--- config.mk ---
export PLATFORM = sky130hd
export DESIGN_NAME = hazard_ctrl
export DESIGN_NICKNAME = d
export VERILOG_FILES = /design/src/rtl/hazard_ctrl_pkg.sv /design/src/rtl/hazard_scoreboard.sv /design/src/rtl/hazard_ctrl.sv
export SDC_FILE = /design/constraint.sdc
export NUM_CORES = 1
export LEC_CHECK = 0
export CAP_MARGIN = 30
export CORE_MARGIN = 3
export CORE_UTILIZATION = 44
export DETAILED_ROUTE_END_ITERATION = 10
export PLACE_DENSITY = 0.84
export SETUP_SLACK_MARGIN = 0.4
export SLEW_MARGIN = 10
export SYNTH_ARGS = -nofsm -noshare
export SYNTH_HDL_FRONTEND = slang
export SYNTH_SLANG_ARGS = --single-unit
--- constraint.sdc ---
create_clock -name clk -period 3.7 [get_ports clk]
set_input_delay 0.555 -clock clk [delete_from_list [all_inputs] [get_ports clk]]
set_output_delay 0.555 -clock clk [all_outputs]
set_load 0.01 [all_outputs]
--- src/rtl/hazard_ctrl_pkg.sv ---
`default_nettype none
// ============================================================================
//  Module      : hazard_ctrl_pkg
//  Description : Shared opcodes, FSM state encoding, forwarding-select codes
//                and decode helpers for the hazard/flush controller.
//  Revision    : 1.0 - initial release
// ============================================================================
package hazard_ctrl_pkg;

    // RV32I major opcodes seen by the decode stage
    localparam logic [6:0] OPCODE_R     = 7'b0110011;
    localparam logic [6:0] OPCODE_I     = 7'b0010011;
    localparam logic [6:0] OPCODE_LUI   = 7'b0110111;
    localparam logic [6:0] OPCODE_AUIPC = 7'b0010111;
    localparam logic [6:0] OPCODE_L     = 7'b0000011;
    localparam logic [6:0] OPCODE_S     = 7'b0100011;
    localparam logic [6:0] OPCODE_B     = 7'b1100011;
    localparam logic [6:0] OPCODE_JAL   = 7'b1101111;
    localparam logic [6:0] OPCODE_JALR  = 7'b1100111;

    // Controller state, visible on hazard_state
    typedef enum logic [1:0] {
        HZ_STATE_RUN   = 2'b00,
        HZ_STATE_STALL = 2'b01,
        HZ_STATE_FLUSH = 2'b10
    } hz_state_t;

    // EX operand mux selects
    localparam logic [1:0] FWD_RF  = 2'b00;
    localparam logic [1:0] FWD_MEM = 2'b01;
    localparam logic [1:0] FWD_WB  = 2'b10;

    // What an opcode does with the register file
    typedef struct packed {
        logic writes;
        logic use_rs1;
        logic use_rs2;
        logic is_load;
    } dec_info_t;

    function automatic dec_info_t decode_opcode(input logic [6:0] opcode);
        dec_info_t info;
        info = '0;
        case (opcode)
            OPCODE_R:     begin info.writes = 1'b1; info.use_rs1 = 1'b1; info.use_rs2 = 1'b1; end
            OPCODE_I:     begin info.writes = 1'b1; info.use_rs1 = 1'b1; end
            OPCODE_LUI:   begin info.writes = 1'b1; end
            OPCODE_AUIPC: begin info.writes = 1'b1; end
            OPCODE_L:     begin info.writes = 1'b1; info.use_rs1 = 1'b1; info.is_load = 1'b1; end
            OPCODE_S:     begin info.use_rs1 = 1'b1; info.use_rs2 = 1'b1; end
            OPCODE_B:     begin info.use_rs1 = 1'b1; info.use_rs2 = 1'b1; end
            OPCODE_JAL:   begin info.writes = 1'b1; end
            OPCODE_JALR:  begin info.writes = 1'b1; info.use_rs1 = 1'b1; end
            default:      info = '0;
        endcase
        return info;
    endfunction

    // The youngest in-flight producer wins: EX writer goes to MEM next, MEM writer to WB
    function automatic logic [1:0] fwd_select(input logic used,
                                              input logic ex_hit,
                                              input logic mem_hit);
        logic [1:0] sel;
        sel = FWD_RF;
        if (used && ex_hit) begin
            sel = FWD_MEM;
        end else if (used && mem_hit) begin
            sel = FWD_WB;
        end
        return sel;
    endfunction

endpackage
`default_nettype wire

--- src/rtl/hazard_scoreboard.sv ---
`default_nettype none
// ============================================================================
//  Module      : hazard_scoreboard
//  Description : Three-entry shift of in-flight destinations {valid, rd,
//                is_load} for EX, MEM and WB, with per-stage source match
//                vectors (bit 0 = EX, bit 1 = MEM, bit 2 = WB).
//  Revision    : 1.0 - initial release
// ============================================================================
module hazard_scoreboard #(
    parameter int XLEN_RF = 5
) (
    input  logic               clk,
    input  logic               rst_n,
    input  logic               i_advance,
    input  logic               i_bubble,
    input  logic               i_id_writes,
    input  logic [XLEN_RF-1:0] i_id_rd,
    input  logic               i_id_is_load,
    input  logic [XLEN_RF-1:0] i_rs1,
    input  logic [XLEN_RF-1:0] i_rs2,
    output logic [2:0]         o_rs1_match,
    output logic [2:0]         o_rs2_match,
    output logic [2:0]         o_is_load
);

    logic [2:0]         r_valid;
    logic [2:0]         r_is_load;
    logic [XLEN_RF-1:0] r_rd [3];
    logic               w_push;

    // x0 is never tracked; a bubble or flush inserts an empty EX entry
    assign w_push = i_advance && !i_bubble && i_id_writes && (i_id_rd != '0);

    // Shift the scoreboard one stage per cycle
    always_ff @(posedge clk or negedge rst_n) begin
        if (!rst_n) begin
            r_valid   <= '0;
            r_is_load <= '0;
            for (int i = 0; i < 3; i++) begin
                r_rd[i] <= '0;
            end
        end else begin
            r_valid   <= {r_valid[1:0], w_push};
            r_is_load <= {r_is_load[1:0], w_push && i_id_is_load};
            r_rd[2]   <= r_rd[1];
            r_rd[1]   <= r_rd[0];
            r_rd[0]   <= w_push ? i_id_rd : '0;
        end
    end

    generate
        for (genvar g = 0; g < 3; g++) begin : g_stage
            assign o_rs1_match[g] = r_valid[g] && (r_rd[g] == i_rs1);
            assign o_rs2_match[g] = r_valid[g] && (r_rd[g] == i_rs2);
        end
    endgenerate

    assign o_is_load = r_is_load;

endmodule
`default_nettype wire

--- src/rtl/hazard_ctrl.sv ---
`default_nettype none
// ============================================================================
//  Module      : hazard_ctrl
//  Description : Hazard and flush controller for the 5-stage pipeline.
//                Produces IF/ID and ID/EX stall, bubble and flush controls
//                plus registered EX operand forwarding selects.
//                Build option HAZARD_FORWARDING_EN: when defined, forwarding
//                is active and only load-use stalls; when undefined, selects
//                are tied to the regfile and any EX/MEM producer stalls.
//  Revision    : 1.0 - initial release
// ============================================================================
module hazard_ctrl
    import hazard_ctrl_pkg::*;
#(
    parameter int XLEN_RF   = 5,
    parameter int MAX_STALL = 2
) (
    input  logic               clk,
    input  logic               rst_n,
    input  logic               id_valid,
    input  logic [6:0]         id_opcode,
    input  logic [XLEN_RF-1:0] id_rs1,
    input  logic [XLEN_RF-1:0] id_rs2,
    input  logic [XLEN_RF-1:0] id_rd,
    input  logic               id_flush,
    input  logic               ex_branch_taken,
    output logic               stall_if,
    output logic               stall_id,
    output logic               bubble_ex,
    output logic               flush_if_id,
    output logic               flush_id_ex,
    output logic [1:0]         fwd_a,
    output logic [1:0]         fwd_b,
    output logic [1:0]         hazard_state
);

    localparam int c_CNT_W = $clog2(MAX_STALL + 1);

    hz_state_t          r_state;
    hz_state_t          w_state_nxt;
    logic [c_CNT_W-1:0] r_stall_cnt;
    logic [c_CNT_W-1:0] w_stall_cnt_nxt;

    dec_info_t  w_dec;
    logic       w_id_ok;
    logic       w_use_rs1;
    logic       w_use_rs2;
    logic       w_hazard;
    logic       w_stall;
    logic       w_advance;
    logic       w_flush_if_id;
    logic       w_flush_id_ex;
    logic [2:0] w_rs1_match;
    logic [2:0] w_rs2_match;
    logic [2:0] w_load_flags;

    // The instruction in ID is ignored for the one cycle after a taken branch
    assign w_dec     = decode_opcode(id_opcode);
    assign w_id_ok   = id_valid && (r_state != HZ_STATE_FLUSH);
    assign w_use_rs1 = w_id_ok && w_dec.use_rs1 && (id_rs1 != '0);
    assign w_use_rs2 = w_id_ok && w_dec.use_rs2 && (id_rs2 != '0);

    hazard_scoreboard #(
        .XLEN_RF (XLEN_RF)
    ) u_scoreboard (
        .clk          (clk),
        .rst_n        (rst_n),
        .i_advance    (w_advance),
        .i_bubble     (w_stall || ex_branch_taken),
        .i_id_writes  (w_dec.writes),
        .i_id_rd      (id_rd),
        .i_id_is_load (w_dec.is_load),
        .i_rs1        (id_rs1),
        .i_rs2        (id_rs2),
        .o_rs1_match  (w_rs1_match),
        .o_rs2_match  (w_rs2_match),
        .o_is_load    (w_load_flags)
    );

`ifdef HAZARD_FORWARDING_EN
    logic [1:0] r_fwd_a;
    logic [1:0] r_fwd_b;
    logic       w_unused_sb;

    // Only a load still in EX cannot be forwarded in time
    assign w_hazard = (w_use_rs1 && w_rs1_match[0] && w_load_flags[0]) ||
                      (w_use_rs2 && w_rs2_match[0] && w_load_flags[0]);

    // Forwarding selects follow the instruction into EX; bubbles get regfile
    always_ff @(posedge clk or negedge rst_n) begin
        if (!rst_n) begin
            r_fwd_a <= FWD_RF;
            r_fwd_b <= FWD_RF;
        end else if (w_advance) begin
            r_fwd_a <= fwd_select(w_use_rs1, w_rs1_match[0], w_rs1_match[1]);
            r_fwd_b <= fwd_select(w_use_rs2, w_rs2_match[0], w_rs2_match[1]);
        end else begin
            r_fwd_a <= FWD_RF;
            r_fwd_b <= FWD_RF;
        end
    end

    assign fwd_a       = r_fwd_a;
    assign fwd_b       = r_fwd_b;
    assign w_unused_sb = ^{w_rs1_match[2], w_rs2_match[2], w_load_flags[2:1]};
`else
    logic w_unused_sb;

    // Without forwarding any producer still in EX or MEM must drain to WB
    assign w_hazard = (w_use_rs1 && (|w_rs1_match[1:0])) ||
                      (w_use_rs2 && (|w_rs2_match[1:0]));

    assign fwd_a       = FWD_RF;
    assign fwd_b       = FWD_RF;
    assign w_unused_sb = ^{w_rs1_match[2], w_rs2_match[2], w_load_flags};
`endif

    // State and stall-counter registers
    always_ff @(posedge clk or negedge rst_n) begin
        if (!rst_n) begin
            r_state     <= HZ_STATE_RUN;
            r_stall_cnt <= '0;
        end else begin
            r_state     <= w_state_nxt;
            r_stall_cnt <= w_stall_cnt_nxt;
        end
    end

    // Next state and controls: taken branch beats stall beats jump flush
    always_comb begin
        w_state_nxt     = r_state;
        w_stall_cnt_nxt = r_stall_cnt;
        w_stall         = 1'b0;
        w_advance       = 1'b0;
        w_flush_if_id   = 1'b0;
        w_flush_id_ex   = 1'b0;

        if (ex_branch_taken) begin
            w_flush_if_id   = 1'b1;
            w_flush_id_ex   = 1'b1;
            w_state_nxt     = HZ_STATE_FLUSH;
            w_stall_cnt_nxt = '0;
        end else if (w_hazard) begin
            w_stall     = 1'b1;
            w_state_nxt = HZ_STATE_STALL;
            if (r_state != HZ_STATE_STALL) begin
                w_stall_cnt_nxt = c_CNT_W'(1);
            end else if (r_stall_cnt != c_CNT_W'(MAX_STALL)) begin
                w_stall_cnt_nxt = r_stall_cnt + c_CNT_W'(1);
            end
        end else begin
            // RUN, FLUSH ending, or a stall that has just cleared
            w_state_nxt     = HZ_STATE_RUN;
            w_stall_cnt_nxt = '0;
            w_advance       = w_id_ok;
            w_flush_if_id   = w_id_ok && id_flush;
        end
    end

    // Controls are forced low for as long as reset is held
    assign stall_if     = rst_n && w_stall;
    assign stall_id     = rst_n && w_stall;
    assign bubble_ex    = rst_n && w_stall;
    assign flush_if_id  = rst_n && w_flush_if_id;
    assign flush_id_ex  = rst_n && w_flush_id_ex;
    assign hazard_state = r_state;

endmodule
`default_nettype wire

==> flow_summary.ini, run 1 <==
[worst_setup_path]
crit_family = buffers and inverters
cp_max_fo = 3
slowest_stage = clkdlybuf4s50_1
crit_chain = clkdlybuf4s50_1 > xnor2_1 > nand4_1 > o22ai_1 > a22oi_2 > nor3b_2 > clkdlybuf4s50_1
worst_setup_path_start_kind = input pin
r2r_start = hazard_state[1]$_DFF_PN0_
r2r-end = u_scoreboard.r_rd[10]$_DFF_PN0_
r2r_cells = 5
max_stage_delay_ns = 0.57
end_kind = output pin
critical_path_required_ns = 3.14
cpMostUsedCell = clkdlybuf4s50_1
r2r_slack_ns = 2.12
setup.worst_path.class = in -> out
cp.arrival_ns = 2.65
critPathBufInv = 2
critPathLaunch = id_rs1[1]

[route]
wl_per_cell_um = 13.3
firstDrtPassIters = 4
drc = 0
viasPerCell = 5.13
vias = 739
ant_nets = 0
finalWirelength_mm = 1.92
initialDrtViolationCount = 7

[synth]
synthSimpleGateAreaFrac = 0.206
synth_seq_cells = 14
synth_top_area_share = 0.412
synthMuxAreaShare = 0
synth_edf_count = 0
postSynthAreaPerCell_um2 = 10.2
synth-xor-area-share = 0.206
synth_top_family_by_area = simple AND/OR/NAND/NOR gates
yosys-top-cells-area = dfrtp_1, xnor2_1, buf_4
synthArstFlopShare = 1.00
synthAdderAreaFrac = 0
syn-instance-count = 83
synth-warning-count = 0
seq_area_frac_synth = 0.412
synth_compound_area_frac = 0.113
netlist_area_um2 = 850
synth_cell_type_count = 28
synth_area_leader_cell = dfrtp_1
ys.flop_type = dfrtp_1

[sta]
timing_hold_violations_final = 0
fin_skew_ns = 0.00325
period_share = 0.867
drv_slew = 0
max_freq_ghz = 0.312
rsz0062_at_grt = yes
finalWorstSetupSlack_ns = 0.493
fin_setup_tns_ns = 0
finalCriticalPeriod_ns = 3.21
finalSetupViolCount = 0

[global_routing]
grt_overflow = 0
grt_max_degree = 17
grt_first_pass_wirelength_mm = 3.30
antenna_found_initial = 0
grt_pass1_vias = 750
grt_usage = 0.173

[clocking]
hold_buffers = 0
numCtsBuffers = 3
cts_tree = built
cts.clk_slew.worst_paths_ns = 0.08
htreeDepth = 1
cts_root_buf = clkbuf_4
clk-insertion-delay-late_ns = 0.27
cts_max_path_buffers = 2
clock_sinks = 14

[power_and_ir_drop]
power.share.clock = 0.322
p_int_w = 0.000254
power_w = 0.000326
switchingPower_w = 0.0000725
p_sw_frac = 0.222
powerDensity_nw_per_um2 = 258
p_leak_nw = 0.539
pwr-share-seq = 0.474
power_frac_comb = 0.203
ir_worst_vdd_mv = 0.217

[layout]
post_layout_nonfiller_instances = 144
nNetsFinal = 147
n_antenna_cell = 0
fin_area_um2 = 1260
drive_gt1_frac = 0.126
final_common_cell = clkdlybuf4s50_1
final_cell_mix = clkdlybuf4s50_1, xnor2_1, dfrtp_1, and2_1
syn2layout_area_growth_pct = 48.7

[worst_hold_path]
hold_class = reg -> reg
hold_start = u_scoreboard.r_valid[0]$_DFF_PN0_
hold_depth = 0
hold_end = u_scoreboard.r_valid[1]$_DFF_PN0_

[die]
die_h_um = 49.9
start_util = 0.476
die_w_um = 49.9
core_area_um2 = 1780
ios = 38
die_area_um2 = 2490
row_count = 15

[place]
place_ws_ns = 0.241
gp_congestion = 0.902
place_area_um2 = 1180
place_hpwl_mm = 1.51
place_inst = 139
port_buffers = 33

[run_status]
outcome = finished, final reports clean

[job]
max_cap_viol_count = 0
## per-stage QoR
stage	hold slack, ns	util
after floorplan	0.259	-
after global placement	0.410	0.665
after detailed placement	0.423	0.665
after CTS	0.442	0.694
after global routing	0.463	0.709
final	0.435	0.709
## power by group through the flow
| stage | sequential, W | combinational (W) | clock, W |
|---|---|---|---|
| floorplan | 0.000158 | 0.0000238 | 0 |
| global placement | 0.000158 | 0.0000641 | 0 |
| detailed placement | 0.000158 | 0.0000657 | 0 |
| CTS | 0.000155 | 0.0000666 | 0.000108 |
| global route | 0.000155 | 0.0000717 | 0.000113 |
| finish | 0.000155 | 0.0000663 | 0.000105 |
## registers in the layout, summed over array words and instances, names as in the netlist
name and flops:
hazard_state 2, u_scoreboard.r_rd 10, u_scoreboard.r_valid 2
## per-layer routing
layer | part of all wire | vias to the layer above | track usage
met5 | 0 | - | 0
met4 | 0.025 | 0 | 0.106
li1 | - | 359 | -
met2 | 0.51 | 28 | 0.284
met3 | 0.068 | 6 | 0.0423
met1 | 0.40 | 346 | 0.199
## how the worst max path moves through the flow
stage / end / depth (start not counted)
2_1_floorplan: stall_id / 6
3_3_place_gp: bubble_ex / 7
3_5_place_dp: stall_if / 7
4_1_cts: stall_if / 7
5_1_grt: stall_id / 7
6_report: stall_id / 7
## synth_stat cells, drive strengths merged, types with 2 or more instances
master and n:
nand4 4, xnor2 20, o22ai 2, nor4 2
nand2 5, or4 3, nor2 5, dfrtp 14
and2 6, buf 6
## logic make-up (layout without fill, tap and decap cells)
group           after synthesis  count (layout)
other cells                   1               4
flops                        14              14
simple gates                 30              30
compound gates               11              11
buf+inv                       7              40
xor+xnor                     20              20
## worst reg2reg max path, stage by stage (launching register included)
cell and delay [ns]:
dfrtp_1 0.40, inv_2 0.07, o2111ai_2 0.15, or3_1 0.40, a221oi_2 0.32, and2_1 0.19
## layout make-up
| cell class | count | area, um2 |
|---|---|---|
| fill | 128 | 519 |
| multi-input combinational | 65 | 484 |
| timing repair buffer | 35 | 358 |
| sequential | 14 | 350 |
| clock buffer | 4 | 36.3 |
| tap | 25 | 31.3 |
| inverter | 1 | 3.75 |
## what timing repair did
action,CTS,global route
cloned,0,0
setup endpoints to repair,4,4
gates resized for setup,3,6
pin swaps,0,2
buffers inserted,0,1
Note: power is estimated with default switching activity, not from simulation.
==> run 2, diff against run 1 <==
Settings changed: CORE_UTILIZATION 44 to 60, DONT_BUFFER_PORTS set to 1, PLACE_DENSITY 0.84 to 0.76.
==> run 2 against run 1 <==
  * Register-to-register slack got worse by 0.02 ns
  * Clock power down 26%
  * Sequential power is essentially flat
  * Clock-buffer cell count is 1 lower
  * Sequential share of layout area rose by 12 points
  * Largest power group unchanged
==> flow_summary.ini, run 2 (synthesis gave the netlist of run 1 again) <==
[place]
place_hpwl_mm = 1.30
gp_congestion = 0.764
port_buffers = 0
place_area_um2 = 841

[job]
max_cap_viol_count = 0

[worst_setup_path]
cp_max_fo = 3
r2r_start = hazard_state[1]$_DFF_PN0_
critPathLaunch = hazard_state[1]$_DFF_PN0_
critical_path_required_ns = 3.14
r2r_cells = 5
setup.worst_path.class = reg -> out
worst_setup_path_start_kind = flop
end_kind = output pin
cp.arrival_ns = 1.94

[sta]
tightest_slew_ns = 0.579
max_freq_ghz = 0.400
drv_slew = 0
fin_setup_tns_ns = 0
timing_hold_violations_final = 0
rsz0062_at_grt = no
period_share = 0.675
finalCriticalPeriod_ns = 2.50
slew_headroom = 0.613
finalSetupViolCount = 0
fin_skew_ns = 0.00347

[layout]
largest_register_ff_count = 10
nNetsFinal = 114
regArea_um2 = 350
drive_gt1_frac = 0.106
n_antenna_cell = 0
multi_input_area_um2 = 462
fin_area_um2 = 873
final_common_cell = xnor2_1
fillers = 95
final_cell_mix = xnor2_1, dfrtp_1, and2_1, nand2_1
largest_register = u_scoreboard.r_rd
syn2layout_area_growth_pct = 2.80

[global_routing]
grt_overflow = 0
grt_pass1_vias = 601
grt_first_pass_wirelength_mm = 2.44
antenna_found_initial = 0
grt_usage = 0.175
grt_max_degree = 15

[clocking]
htreeDepth = 1
numCtsBuffers = 3
cts_max_path_buffers = 2
cts_tree = built
cts_resized = 0
clk-insertion-delay-late_ns = 0.27
cts_root_buf = clkbuf_4
cts.clk_slew.worst_paths_ns = 0.07
clock_sinks = 14

[die]
start_util = 0.699
die_w_um = 43.6
core_area_um2 = 1220
die_h_um = 43.6
ios = 38
die_area_um2 = 1900
row_count = 12

[route]
vias = 605
finalWirelength_mm = 1.53
wl_per_cell_um = 15.5
initialDrtViolationCount = 14
firstDrtPassIters = 4
drc = 0
ant_nets = 0
viasPerCell = 6.11

[worst_hold_path]
hold_class = in -> reg
hold_depth = 0
hold_start = ex_branch_taken

[power_and_ir_drop]
ir_worst_vdd_mv = 0.234
powerDensity_nw_per_um2 = 297
p_leak_nw = 0.335

[run_status]
outcome = finished, final reports clean
[run 2: path summary, 6_finish.rpt]
| check | end | slack (ns) |
|---|---|---|
| worst max-delay path | stall_id | 1.20 |
| max in group asynchronous | u_scoreboard.r_rd[9]$_DFF_PN0_ | 2.60 |
| worst min-delay path | hazard_state[1]$_DFF_PN0_ | 0.31 |
| min in group asynchronous | hazard_state[1]$_DFF_PN0_ | 0.72 |
| worst max register to register | u_scoreboard.r_rd[11]$_DFF_PN0_ | 2.10 |
| worst min register to register | u_scoreboard.r_valid[1]$_DFF_PN0_ | 0.44 |
[run 2: power by group]
| part | switching, W | leakage, nW | internal, W |
|---|---|---|---|
| clock | 0.0000403 | 0.0138 | 0.0000376 |
| sequential | 0.00000115 | 0.193 | 0.000154 |
| combinational | 0.0000124 | 0.128 | 0.0000140 |
[run 2: cell type report]
cell class / instances / area share
clock buffers: 3 / 0.0258
inverters: 1 / 0.00430
multi-input cells: 65 / 0.529
flip-flops and latches: 14 / 0.401
well taps: 14 / 0.0201
repair buffers: 2 / 0.0201
[run 2: critical path, stage by stage (launching register included)]
cell and delay [ns]:
dfrtp_1 0.42, inv_2 0.08, o2111ai_2 0.13, nor4_1 0.42, a22oi_1 0.21, nor3b_1 0.23, buf_4 0.19
[run 2: repair_timing]
action                                 in CTS  in global routing
endpoints found under the hold margin      14                  0
hold buffers                                1                  0
buffers inserted                            0                  0
[run 2: metrics by stage]
stage                     instances  hold WS, ns  worst slack (ns)  power [W]   util
after global routing             99        0.293              1.04   0.000274  0.718
after floorplan                  86        0.259              1.16   0.000182      -
final                            99        0.312              1.20   0.000259  0.718
after CTS                        99        0.301              1.18   0.000263  0.718
after global placement           95        0.260              1.34   0.000180  0.691
after detailed placement         95        0.260              1.29   0.000181  0.691
[run 2: per-layer routing]
layer	GRT usage	vias up	part of all wire
li1	-	285	-
met1	0.214	284	0.39
met2	0.285	32	0.50
met3	0.0249	4	0.10
met4	0.114	0	0.016
met5	0	-	0
